File: src/rtl/adaptive_binarizer.sv
`default_nettype none
// ============================================================================
// Module  : adaptive_binarizer
// Brief   : Gray to black/white pixel stage, threshold fixed or previous-frame mean.
// Revision: 1.0
// ============================================================================
module adaptive_binarizer #(
    parameter int DW             = 12,
    parameter int CNT_W          = 22,
    parameter int DEFAULT_THRESH = 1047,
    parameter int HYST           = 32,
    parameter bit INVERT         = 1'b0
) (
    input  logic          iCLK,
    input  logic          iRST,
    input  logic [DW-1:0] iDATA,
    input  logic          iDVAL,
    input  logic          iFVAL,
    input  logic [1:0]    iMODE,
    input  logic [DW-1:0] iTHRESH,
    output logic [DW-1:0] oDATA,
    output logic          oDVAL,
    output logic [DW-1:0] oTHRESH,
    output logic          oBUSY
);
    localparam int SUM_W = DW + CNT_W;
    localparam int BIT_W = $clog2(SUM_W);

    localparam logic [1:0] S_IDLE   = 2'd0;
    localparam logic [1:0] S_DIV    = 2'd1;
    localparam logic [1:0] S_UPDATE = 2'd2;

    localparam logic [DW-1:0]    c_DEFAULT = DW'(DEFAULT_THRESH);
    localparam logic [DW:0]      c_HYST    = (DW+1)'(HYST);
    localparam logic [DW-1:0]    c_MAX_PIX = '1;
    localparam logic [CNT_W-1:0] c_MAX_CNT = '1;

    logic             r_fval_d;
    logic [1:0]       r_mode;
    logic             r_hyst;
    logic [SUM_W-1:0] r_sum;
    logic [CNT_W-1:0] r_cnt;
    logic [1:0]       r_state;
    logic [BIT_W-1:0] r_bit;
    logic [CNT_W-1:0] r_rem;
    logic [CNT_W-1:0] r_div;
    logic [SUM_W-1:0] r_quot;
    logic [DW-1:0]    r_mean;
    logic             r_mean_valid;

    logic             w_fstart;
    logic             w_fend;
    logic [DW-1:0]    w_new_thresh;
    logic [DW-1:0]    w_thresh;
    logic [1:0]       w_mode;
    logic             w_prev;
    logic [DW:0]      w_hi_sum;
    logic [DW-1:0]    w_hi;
    logic [DW-1:0]    w_lo;
    logic             w_white;
    logic [CNT_W:0]   w_trial;
    logic             w_ge;
    logic [CNT_W-1:0] w_diff;
    logic [DW-1:0]    w_quot_sat;

    assign w_fstart     = iFVAL & ~r_fval_d;
    assign w_fend       = ~iFVAL & r_fval_d;
    assign w_new_thresh = (iMODE[0] == iMODE[1]) ? iTHRESH
                        : (r_mean_valid ? r_mean : c_DEFAULT);

    // The frame-start cycle already decides with the threshold and mode being latched.
    assign w_thresh = w_fstart ? w_new_thresh : oTHRESH;
    assign w_mode   = w_fstart ? iMODE : r_mode;
    assign w_prev   = w_fstart ? 1'b0 : r_hyst;

    assign w_hi_sum = {1'b0, w_thresh} + c_HYST;
    assign w_hi     = w_hi_sum[DW] ? c_MAX_PIX : w_hi_sum[DW-1:0];
    assign w_lo     = ({1'b0, w_thresh} < c_HYST) ? '0 : (w_thresh - c_HYST[DW-1:0]);

    always_comb begin
        w_white = (iDATA > w_thresh);
        if (w_mode[1]) begin
            if (iDATA > w_hi)
                w_white = 1'b1;
            else if (iDATA < w_lo)
                w_white = 1'b0;
            else
                w_white = w_prev;
        end
    end

    always_ff @(posedge iCLK or posedge iRST) begin
        if (iRST) begin
            r_fval_d <= 1'b0;
            r_mode   <= 2'd0;
            r_hyst   <= 1'b0;
            oTHRESH  <= c_DEFAULT;
            oDATA    <= '0;
            oDVAL    <= 1'b0;
        end else begin
            r_fval_d <= iFVAL;
            oDVAL    <= iDVAL;
            if (w_fstart) begin
                oTHRESH <= w_new_thresh;
                r_mode  <= iMODE;
            end
            if (iDVAL) begin
                oDATA  <= {DW{w_white ^ INVERT}};
                r_hyst <= w_white;
            end else if (w_fstart) begin
                r_hyst <= 1'b0;
            end
        end
    end

    // Saturating per-frame accumulation; counting stops at the all-ones count.
    always_ff @(posedge iCLK or posedge iRST) begin
        if (iRST) begin
            r_sum <= '0;
            r_cnt <= '0;
        end else if (w_fstart) begin
            r_sum <= iDVAL ? SUM_W'(iDATA) : '0;
            r_cnt <= CNT_W'(iDVAL);
        end else if (iFVAL && iDVAL && (r_cnt != c_MAX_CNT)) begin
            r_sum <= r_sum + SUM_W'(iDATA);
            r_cnt <= r_cnt + 1'b1;
        end
    end

    assign w_trial    = {r_rem, r_quot[SUM_W-1]};
    assign w_ge       = (w_trial >= {1'b0, r_div});
    assign w_diff     = w_trial[CNT_W-1:0] - r_div;
    assign w_quot_sat = (|r_quot[SUM_W-1:DW]) ? c_MAX_PIX : r_quot[DW-1:0];

    // Restoring divider: dividend shifts out of r_quot while quotient bits shift in.
    always_ff @(posedge iCLK or posedge iRST) begin
        if (iRST) begin
            r_state      <= S_IDLE;
            r_bit        <= '0;
            r_rem        <= '0;
            r_div        <= '0;
            r_quot       <= '0;
            r_mean       <= c_DEFAULT;
            r_mean_valid <= 1'b0;
            oBUSY        <= 1'b0;
        end else begin
            case (r_state)
                S_IDLE: begin
                    if (w_fend && (r_cnt != '0)) begin
                        r_quot  <= r_sum;
                        r_div   <= r_cnt;
                        r_rem   <= '0;
                        r_bit   <= BIT_W'(SUM_W - 1);
                        r_state <= S_DIV;
                        oBUSY   <= 1'b1;
                    end
                end
                S_DIV: begin
                    r_quot <= {r_quot[SUM_W-2:0], w_ge};
                    r_rem  <= w_ge ? w_diff : w_trial[CNT_W-1:0];
                    if (r_bit == '0)
                        r_state <= S_UPDATE;
                    else
                        r_bit <= r_bit - 1'b1;
                end
                S_UPDATE: begin
                    r_mean       <= w_quot_sat;
                    r_mean_valid <= 1'b1;
                    r_state      <= S_IDLE;
                    oBUSY        <= 1'b0;
                end
                default: begin
                    r_state <= S_IDLE;
                    oBUSY   <= 1'b0;
                end
            endcase
        end
    end
endmodule
`default_nettype wire

File: config.mk
export PLATFORM = sky130hd
export DESIGN_NAME = adaptive_binarizer
export DESIGN_NICKNAME = d
export VERILOG_FILES = /design/src/rtl/adaptive_binarizer.sv
export SDC_FILE = /design/constraint.sdc
export NUM_CORES = 1
export LEC_CHECK = 0
export ABC_AREA = 0
export ABC_CLOCK_PERIOD_IN_PS = 8200
export CORE_MARGIN = 4
export CORE_UTILIZATION = 25
export DETAILED_ROUTE_END_ITERATION = 6
export DONT_BUFFER_PORTS = 1
export PLACE_DENSITY = 0.35
export SLEW_MARGIN = 0
export SYNTH_ARGS = -nofsm -noshare
export SYNTH_HDL_FRONTEND = slang
export SYNTH_SLANG_ARGS = --single-unit
File: constraint.sdc
create_clock -name iCLK -period 8.2 [get_ports iCLK]
set_clock_uncertainty 0.15 [all_clocks]
set_input_delay 1.64 -clock iCLK [delete_from_list [all_inputs] [get_ports iCLK]]
set_output_delay 1.64 -clock iCLK [all_outputs]
set_load 0.005 [all_outputs]
==> results_tabular.tex, run 1 <==
\begin{tabular}{lr}
\hline
Metric & Value \\
\hline
\multicolumn{2}{l}{\textbf{CTS}} \\
\quad Sink count of the clock tree & 173 \\
\quad Clk buf depth & 2 \\
\quad Number of setup buffers added after CTS & 0 \\
\quad Clock-pin slew reported for the worst setup and hold paths after clock tree synthesis & 70 ps \\
\quad Number of hold buffers added after CTS & 0 \\
\quad Root Buffer & sky130\_fd\_sc\_hd\_\_clkbuf\_16 \\
\quad Clock H-tree levels & 4 \\
\quad CTS resizes & 0 \\
\quad Clock latency on the worst-skew pair & 450 ps \\
\quad CTS tree & built \\
\quad Number of CTS-inserted buffers & 17 \\
\multicolumn{2}{l}{\textbf{Routing}} \\
\quad Post-DR wirelength/cell & 17.9 µm \\
\quad Post-route ant nets & 0 \\
\quad Post-detailed-route via-to-cell ratio & 4.81 \\
\quad Initial drt markers & 425 \\
\quad Total length of routed wires & 31.5 mm \\
\quad Vias after detailed routing & 8463 \\
\quad \# DRC & 0 \\
\quad DR pass1 iterations & 5 \\
\multicolumn{2}{l}{\textbf{Setup path}} \\
\quad Crit path depth & 17 \\
\quad Worst path required time & 8390 ps \\
\quad Cells along the critical path & xor2\_2, mux2i\_1, nor2\_1, a21oi\_1, inv\_1, ha\_1, nand3\_1, nor3\_1, nand3\_1, o21ai\_0, ha\_1, nand4\_1, or2\_2, nor2\_1, o22ai\_1, and3\_1, a211oi\_1 \\
\quad Worst path slowest cell & sky130\_fd\_sc\_hd\_\_xor2\_2 \\
\quad CP max FO & 15 \\
\quad Arrival @ worst endpoint & 5310 ps \\
\quad Top Family by Delay on Critical Path & simple AND/OR/NAND/NOR gates \\
\quad Type of the worst setup path & input pin to flip-flop \\
\quad Depth of the most critical reg-to-reg path & 17 \\
\quad Startpoint type of the worst setup path & input pin \\
\quad Critical Path Sink Type & flip-flop \\
\quad Combined buffer and inverter count along the critical path & 1 \\
\quad Largest incremental delay on the critical path & 610 ps \\
\multicolumn{2}{l}{\textbf{Placed design}} \\
\quad Port buffer count & 0 \\
\quad Detail Placement HPWL & 22.0 mm \\
\quad Routability Congestion & 0.816 \\
\multicolumn{2}{l}{\textbf{Finish}} \\
\quad Antenna cell count & 0 \\
\quad Area delta synth->final & 9.61\% \\
\quad Fraction of layout instances using a drive strength above 1 & 0.0812 \\
\quad Highest-count cells in the layout ignoring fill and taps & sky130\_fd\_sc\_hd\_\_nand2\_1 (167), sky130\_fd\_sc\_hd\_\_dfrtp\_1 (163), sky130\_fd\_sc\_hd\_\_nor2\_1 (96) \\
\quad Most common cell after layout, fill and taps aside & sky130\_fd\_sc\_hd\_\_nand2\_1 \\
\quad Layout net count & 1274 \\
\multicolumn{2}{l}{\textbf{Floorplanning}} \\
\quad Number of placed I/O pins & 56 \\
\quad Initial core utilization & 0.255 \\
\quad Width of the chip & 216 µm \\
\quad Die Y & 216 µm \\
\quad Floorplan core area & 42300 µm² \\
\quad Floorplan row count & 75 \\
\quad DIE AREA & 46600 µm² \\
\multicolumn{2}{l}{\textbf{Logic synthesis}} \\
\quad Total nets after synthesis & 1312 \\
\quad Number of warning messages in the yosys log & 0 \\
\quad Total of flip-flops plus latches after synthesis & 173 \\
\quad Number of different library cells in the post-synthesis netlist & 80 \\
\quad Most frequently used flop master after synthesis & sky130\_fd\_sc\_hd\_\_dfrtp\_1 \\
\quad Synth Area per Inst & 8.95 µm² \\
\quad Combined area of all synthesized cells & 10800 µm² \\
\quad Number of enable-type register cells in the synthesized netlist & 0 \\
\quad Share of the yosys chip area belonging to registers & 0.402 \\
\quad Gate count of the mapped netlist & 1207 \\
\quad Proportion of synthesized flip-flops having asynchronous set or reset & 1.00 \\
\multicolumn{2}{l}{\textbf{GRT}} \\
\quad Global routing met3 resource utilization & 0.0232 \\
\quad Global-route usage over all layers & 0.137 \\
\quad Met2 track demand over resource & 0.215 \\
\quad Antenna violations before repair & 0 \\
\quad Grt total ovfl & 0 \\
\quad Pin count of the biggest net entering global routing & 112 \\
\quad Global routing's busiest layer & met2 \\
\quad GR met1 Demand/Resource & 0.197 \\
\quad Vias in the first global route & 8544 \\
\quad Global-route wire length before repair & 50.9 mm \\
\multicolumn{2}{l}{\textbf{STA}} \\
\quad Summed negative setup slack over all endpoints & 0 ps \\
\quad Unrepaired setup endpoints after global routing & false \\
\quad Relative slew slack & 0.426 \\
\quad Final-report hold violation count & 0 \\
\quad Tmin final & 5120 ps \\
\quad Max Clk Rate & 195 MHz \\
\quad Tightest hold margin & 361 ps \\
\quad Period utilisation layout & 0.624 \\
\quad Max-slew violation total from the final report & 0 \\
\quad Slew at the pin closest to its max-slew limit & 862 ps \\
\quad \# setup viols final & 0 \\
\multicolumn{2}{l}{\textbf{Outcome}} \\
\quad Run status & finished clean \\
\multicolumn{2}{l}{\textbf{Power and ir drop}} \\
\quad Overall power & 0.00208 W \\
\quad Power density cells & 176 nW/µm² \\
\quad Leakage & 5.18 nW \\
\quad Peak supply drop & 151 µV \\
\multicolumn{2}{l}{\textbf{Flow run}} \\
\quad Max Cap Violations & 0 \\
\multicolumn{2}{l}{\textbf{Min path}} \\
\quad Number of cells on the worst hold path & 2 \\
\quad Min-Delay Path Class & flip-flop to flip-flop \\
\hline
\end{tabular}
[report_power, final]
part | internal [W] | switching [W]
clock network | 0.000429 | 0.000373
logic | 0.000137 | 0.000216
registers | 0.000886 | 0.0000398
total | 0.00145 | 0.000629
[cell families (layout without fill, tap and decap cells)]
kind of cell / count (synthesis) / in the layout / share of synthesized area
compound gates: 290 / 290 / 0.179
buf+inv: 125 / 100 / 0.0521
xor+xnor: 65 / 65 / 0.0534
simple gates: 460 / 460 / 0.208
mux: 18 / 18 / 0.0169
flops: 173 / 173 / 0.402
fa+ha+maj: 76 / 76 / 0.0893
[per-stage QoR]
stage,instances,worst slack [ps],cell area (µm²),util
2_1_floorplan,1207,1740,10800,-
3_3_place_gp,1727,2760,11300,0.267
3_5_place_dp,1727,2650,11300,0.267
4_1_cts,1759,3100,11800,0.280
5_1_grt,1759,2820,11800,0.280
6_report,1759,3080,11800,0.280
[path summary, 6_finish.rpt]
kind	from	endpoint	slack, ps
setup / recovery	iMODE[1]	oDATA[0]	3080
hold / removal	r_quot[24]	r_quot[24]	360
setup reg to reg	r_fval_d	oDATA[0]	4190
hold reg to reg	r_quot[24]	r_quot[24]	360
max in group asynchronous	iRST	r_sum[33]	5390
min in group asynchronous	iRST	r_cnt[11]	1060
[worst reg2reg max path, stage by stage, from the launching register on]
cell	delay [ps]
sky130_fd_sc_hd__dfrtp_1	420
sky130_fd_sc_hd__nand2b_2	140
sky130_fd_sc_hd__buf_4	390
sky130_fd_sc_hd__nor2_1	110
sky130_fd_sc_hd__a21oi_1	530
sky130_fd_sc_hd__inv_1	140
sky130_fd_sc_hd__ha_1	260
sky130_fd_sc_hd__nand3_1	120
sky130_fd_sc_hd__nor3_1	70
sky130_fd_sc_hd__nand3_1	100
sky130_fd_sc_hd__o21ai_0	100
sky130_fd_sc_hd__ha_1	310
sky130_fd_sc_hd__nand4_1	120
sky130_fd_sc_hd__or2_2	320
sky130_fd_sc_hd__nor2_1	100
sky130_fd_sc_hd__o22ai_1	70
sky130_fd_sc_hd__and3_1	210
sky130_fd_sc_hd__a211oi_1	240
[sequential cells by signal (all words and copies together), names as in the netlist, 2 cells and up]
| name | count |
|---|---|
| r_bit | 6 |
| r_state | 2 |
| oTHRESH | 12 |
| r_sum | 34 |
| r_mean | 12 |
| r_cnt | 22 |
| r_div | 22 |
| r_rem | 22 |
| r_quot | 34 |
[cell type report]
| type | instances | area (µm²) |
|---|---|---|
| timing repair buffer | 7 | 52.6 |
| clock buffer | 20 | 447 |
| multi-input combinational | 909 | 5930 |
| fill | 4554 | 30500 |
| inverter | 61 | 236 |
| tap | 577 | 722 |
| sequential | 173 | 4340 |
| clock inverter | 12 | 113 |
[synth_stat cells (15+ instances only)]
master / number / share of area
sky130_fd_sc_hd__dfrtp_1: 163 / 0.38
sky130_fd_sc_hd__xor2_1: 22 / 0.018
sky130_fd_sc_hd__nor4_1: 15 / 0.0087
sky130_fd_sc_hd__o21ai_0: 76 / 0.035
sky130_fd_sc_hd__nand3_1: 33 / 0.015
sky130_fd_sc_hd__nand2b_1: 16 / 0.0093
sky130_fd_sc_hd__clkbuf_1: 38 / 0.013
sky130_fd_sc_hd__nor3_1: 30 / 0.014
sky130_fd_sc_hd__a22oi_1: 33 / 0.023
sky130_fd_sc_hd__nand2_1: 167 / 0.058
sky130_fd_sc_hd__inv_1: 61 / 0.021
sky130_fd_sc_hd__nor2_1: 97 / 0.034
sky130_fd_sc_hd__nand4_1: 23 / 0.013
sky130_fd_sc_hd__mux2i_1: 16 / 0.015
sky130_fd_sc_hd__xnor2_1: 42 / 0.034
sky130_fd_sc_hd__ha_1: 73 / 0.085
sky130_fd_sc_hd__a21oi_1: 85 / 0.039
[layer usage]
metal / wire [µm] / vias to the layer above
met5: 0 / -
met4: 382 / 0
met1: 16000 / 4142
li1: - / 4192
met3: 961 / 20
met2: 14200 / 109
No activity file was read; power rests on OpenSTA's default activity.
==> inputs of run 2 (changes only) <==
ABC_CLOCK_PERIOD_IN_PS = 4200   (was 8200)
PLACE_DENSITY = 0.37   (was 0.35)
clock period = 4.2 ns   (was 8.2 ns; I/O delays follow)
==> run 2 against run 1 <==
Net effect: power grew 99%; via count is 1.4% higher; sequential power increased by 95%; core utilization is 0.56 points higher; worst setup slack worse by 2600 ps; flip-flop and latch count unchanged; largest power group unchanged; highest routed layer unchanged; combinational power is 110% higher; count of clock-buffer cells in the layout increased by 1; critical path depth down 3.
==> results_tabular.tex, run 2 (same netlist as run 1, synthesis figures left out) <==
\begin{tabular}{lr}
\hline
Metric & Value \\
\hline
\multicolumn{2}{l}{\textbf{Finish}} \\
\quad Area delta synth->final & 11.8\% \\
\quad Fill cells & 4522 \\
\quad Area taken by multi-input logic gates & 5930 µm² \\
\quad Cell Count, Final, Fillers Out & 1789 \\
\quad Sequential Area & 4340 µm² \\
\quad Antenna cell count & 0 \\
\quad Layout net count & 1304 \\
\quad Registers with the highest flip-flop counts & r\_quot: 34 flops, r\_sum: 34 flops \\
\quad Most common cell after layout, fill and taps aside & sky130\_fd\_sc\_hd\_\_nand2\_1 \\
\quad Highest-count cells in the layout ignoring fill and taps & sky130\_fd\_sc\_hd\_\_nand2\_1 (167), sky130\_fd\_sc\_hd\_\_dfrtp\_1 (163), sky130\_fd\_sc\_hd\_\_nor2\_1 (96) \\
\quad Fraction of layout instances using a drive strength above 1 & 0.103 \\
\multicolumn{2}{l}{\textbf{STA}} \\
\quad Period utilisation layout & 0.889 \\
\quad Max Clk Rate & 268 MHz \\
\quad Unrepaired setup endpoints after global routing & false \\
\quad Final-report hold violation count & 0 \\
\quad Worst Slack Setup Final & 465 ps \\
\quad Max-slew violation total from the final report & 0 \\
\quad Slew at the pin closest to its max-slew limit & 804 ps \\
\quad Relative slew slack & 0.463 \\
\quad Summed negative setup slack over all endpoints & 0 ps \\
\quad Tmin final & 3730 ps \\
\quad \# setup viols final & 0 \\
\multicolumn{2}{l}{\textbf{Setup path}} \\
\quad Depth of the most critical reg-to-reg path & 11 \\
\quad Arrival @ worst endpoint & 3950 ps \\
\quad R2r startpoint & r\_quot[33] \\
\quad Type of the worst setup path & input pin to flip-flop \\
\quad Worst path required time & 4410 ps \\
\quad Capture point of the worst reg-to-reg path & r\_rem[20] \\
\quad Setup slack, reg-to-reg & 530 ps \\
\quad Critical Path Sink Type & flip-flop \\
\quad CP max FO & 9 \\
\quad Startpoint type of the worst setup path & input pin \\
\multicolumn{2}{l}{\textbf{GRT}} \\
\quad Global-route usage over all layers & 0.140 \\
\quad Antenna violations before repair & 0 \\
\quad Global-route wire length before repair & 51.6 mm \\
\quad Vias in the first global route & 8781 \\
\quad Grt total ovfl & 0 \\
\quad Pin count of the biggest net entering global routing & 129 \\
\multicolumn{2}{l}{\textbf{CTS}} \\
\quad Clock latency on the worst-skew pair & 450 ps \\
\quad Number of setup buffers added after CTS & 0 \\
\quad Sink count of the clock tree & 173 \\
\quad Number of hold buffers added after CTS & 0 \\
\quad Clock-pin slew reported for the worst setup and hold paths after clock tree synthesis & 70 ps \\
\quad CTS resizes & 0 \\
\quad CTS tree & built \\
\quad Root Buffer & sky130\_fd\_sc\_hd\_\_clkbuf\_16 \\
\quad Number of CTS-inserted buffers & 17 \\
\quad Clock H-tree levels & 4 \\
\quad Clk buf depth & 2 \\
\multicolumn{2}{l}{\textbf{Power and ir drop}} \\
\quad Power density cells & 343 nW/µm² \\
\quad Peak supply drop & 290 µV \\
\quad Leakage & 5.33 nW \\
\quad Overall power & 0.00414 W \\
\multicolumn{2}{l}{\textbf{Placed design}} \\
\quad Cell Count Post-Placement & 1757 \\
\quad Routability Congestion & 0.800 \\
\quad Port buffer count & 0 \\
\quad Detail Placement HPWL & 22.6 mm \\
\quad Worst-case setup slack after placement & 19.5 ps \\
\multicolumn{2}{l}{\textbf{Routing}} \\
\quad Initial drt markers & 413 \\
\quad Total length of routed wires & 32.1 mm \\
\quad Post-detailed-route via-to-cell ratio & 4.80 \\
\quad DR pass1 iterations & 5 \\
\quad Post-DR wirelength/cell & 18.0 µm \\
\quad \# DRC & 0 \\
\quad Post-route ant nets & 0 \\
\quad Vias after detailed routing & 8582 \\
\multicolumn{2}{l}{\textbf{Floorplanning}} \\
\quad Number of placed I/O pins & 56 \\
\quad Floorplan core area & 42300 µm² \\
\quad Width of the chip & 216 µm \\
\quad Floorplan row count & 75 \\
\quad Die Y & 216 µm \\
\quad Initial core utilization & 0.255 \\
\quad DIE AREA & 46600 µm² \\
\multicolumn{2}{l}{\textbf{Outcome}} \\
\quad Run status & finished clean \\
\multicolumn{2}{l}{\textbf{Min path}} \\
\quad Min-Delay Path Class & input pin to async pin \\
\multicolumn{2}{l}{\textbf{Flow run}} \\
\quad Max Cap Violations & 0 \\
\hline
\end{tabular}
==> run 2: how the worst max path moves through the flow <==
stage	start	to	slack, ps	cells after the start
floorplan	iMODE[1]	oDATA[0]	310	15
global placement	iMODE[1]	oDATA[0]	70	14
detailed placement	iMODE[1]	oDATA[0]	20	14
CTS	iMODE[1]	oDATA[0]	530	14
global route	iMODE[1]	r_hyst	240	17
finish	iMODE[1]	r_hyst	470	14
==> run 2: power breakdown <==
| part | switching [W] | internal, W | total, W |
|---|---|---|---|
| combinational | 0.000433 | 0.000303 | 0.000736 |
| clock | 0.000743 | 0.000855 | 0.00160 |
| sequential | 0.0000771 | 0.00173 | 0.00181 |
==> run 2: metal layers <==
metal,share of wire,global-route usage,wire length [µm]
met4,0.022,0.0489,707
met1,0.49,0.196,15900
met5,0,0,0
met3,0.039,0.0278,1240
met2,0.44,0.215,14300
==> run 2: final cells by class <==
cell class,count,area share
timing repair buffer,37,0.0240
sequential,173,0.359
clock inverter,11,0.00880
inverter,61,0.0193
multi-input combinational,909,0.491
tap,577,0.0597
clock buffer,21,0.0381
==> run 2: metrics by stage <==
stage                     cell area, µm²  hold WS, ps  utilization
after CTS                          12100          158        0.286
after global placement             11500          339        0.272
after global routing               12100          178        0.286
after floorplan                    10800          312            -
after detailed placement           11500          344        0.272
final                              12100          158        0.286
==> run 2: worst max-delay path, cell delays in order <==
cell	delay [ps]
sky130_fd_sc_hd__xor2_2	390
sky130_fd_sc_hd__nand3_1	140
sky130_fd_sc_hd__a31o_1	270
sky130_fd_sc_hd__nor3_2	270
sky130_fd_sc_hd__nand4_1	200
sky130_fd_sc_hd__nor2_2	360
sky130_fd_sc_hd__nor2_1	100
sky130_fd_sc_hd__ha_1	310
sky130_fd_sc_hd__nand4_1	120
sky130_fd_sc_hd__or2_2	330
sky130_fd_sc_hd__nor2_1	110
sky130_fd_sc_hd__o22ai_1	80
sky130_fd_sc_hd__and3_1	210
sky130_fd_sc_hd__a211oi_1	230
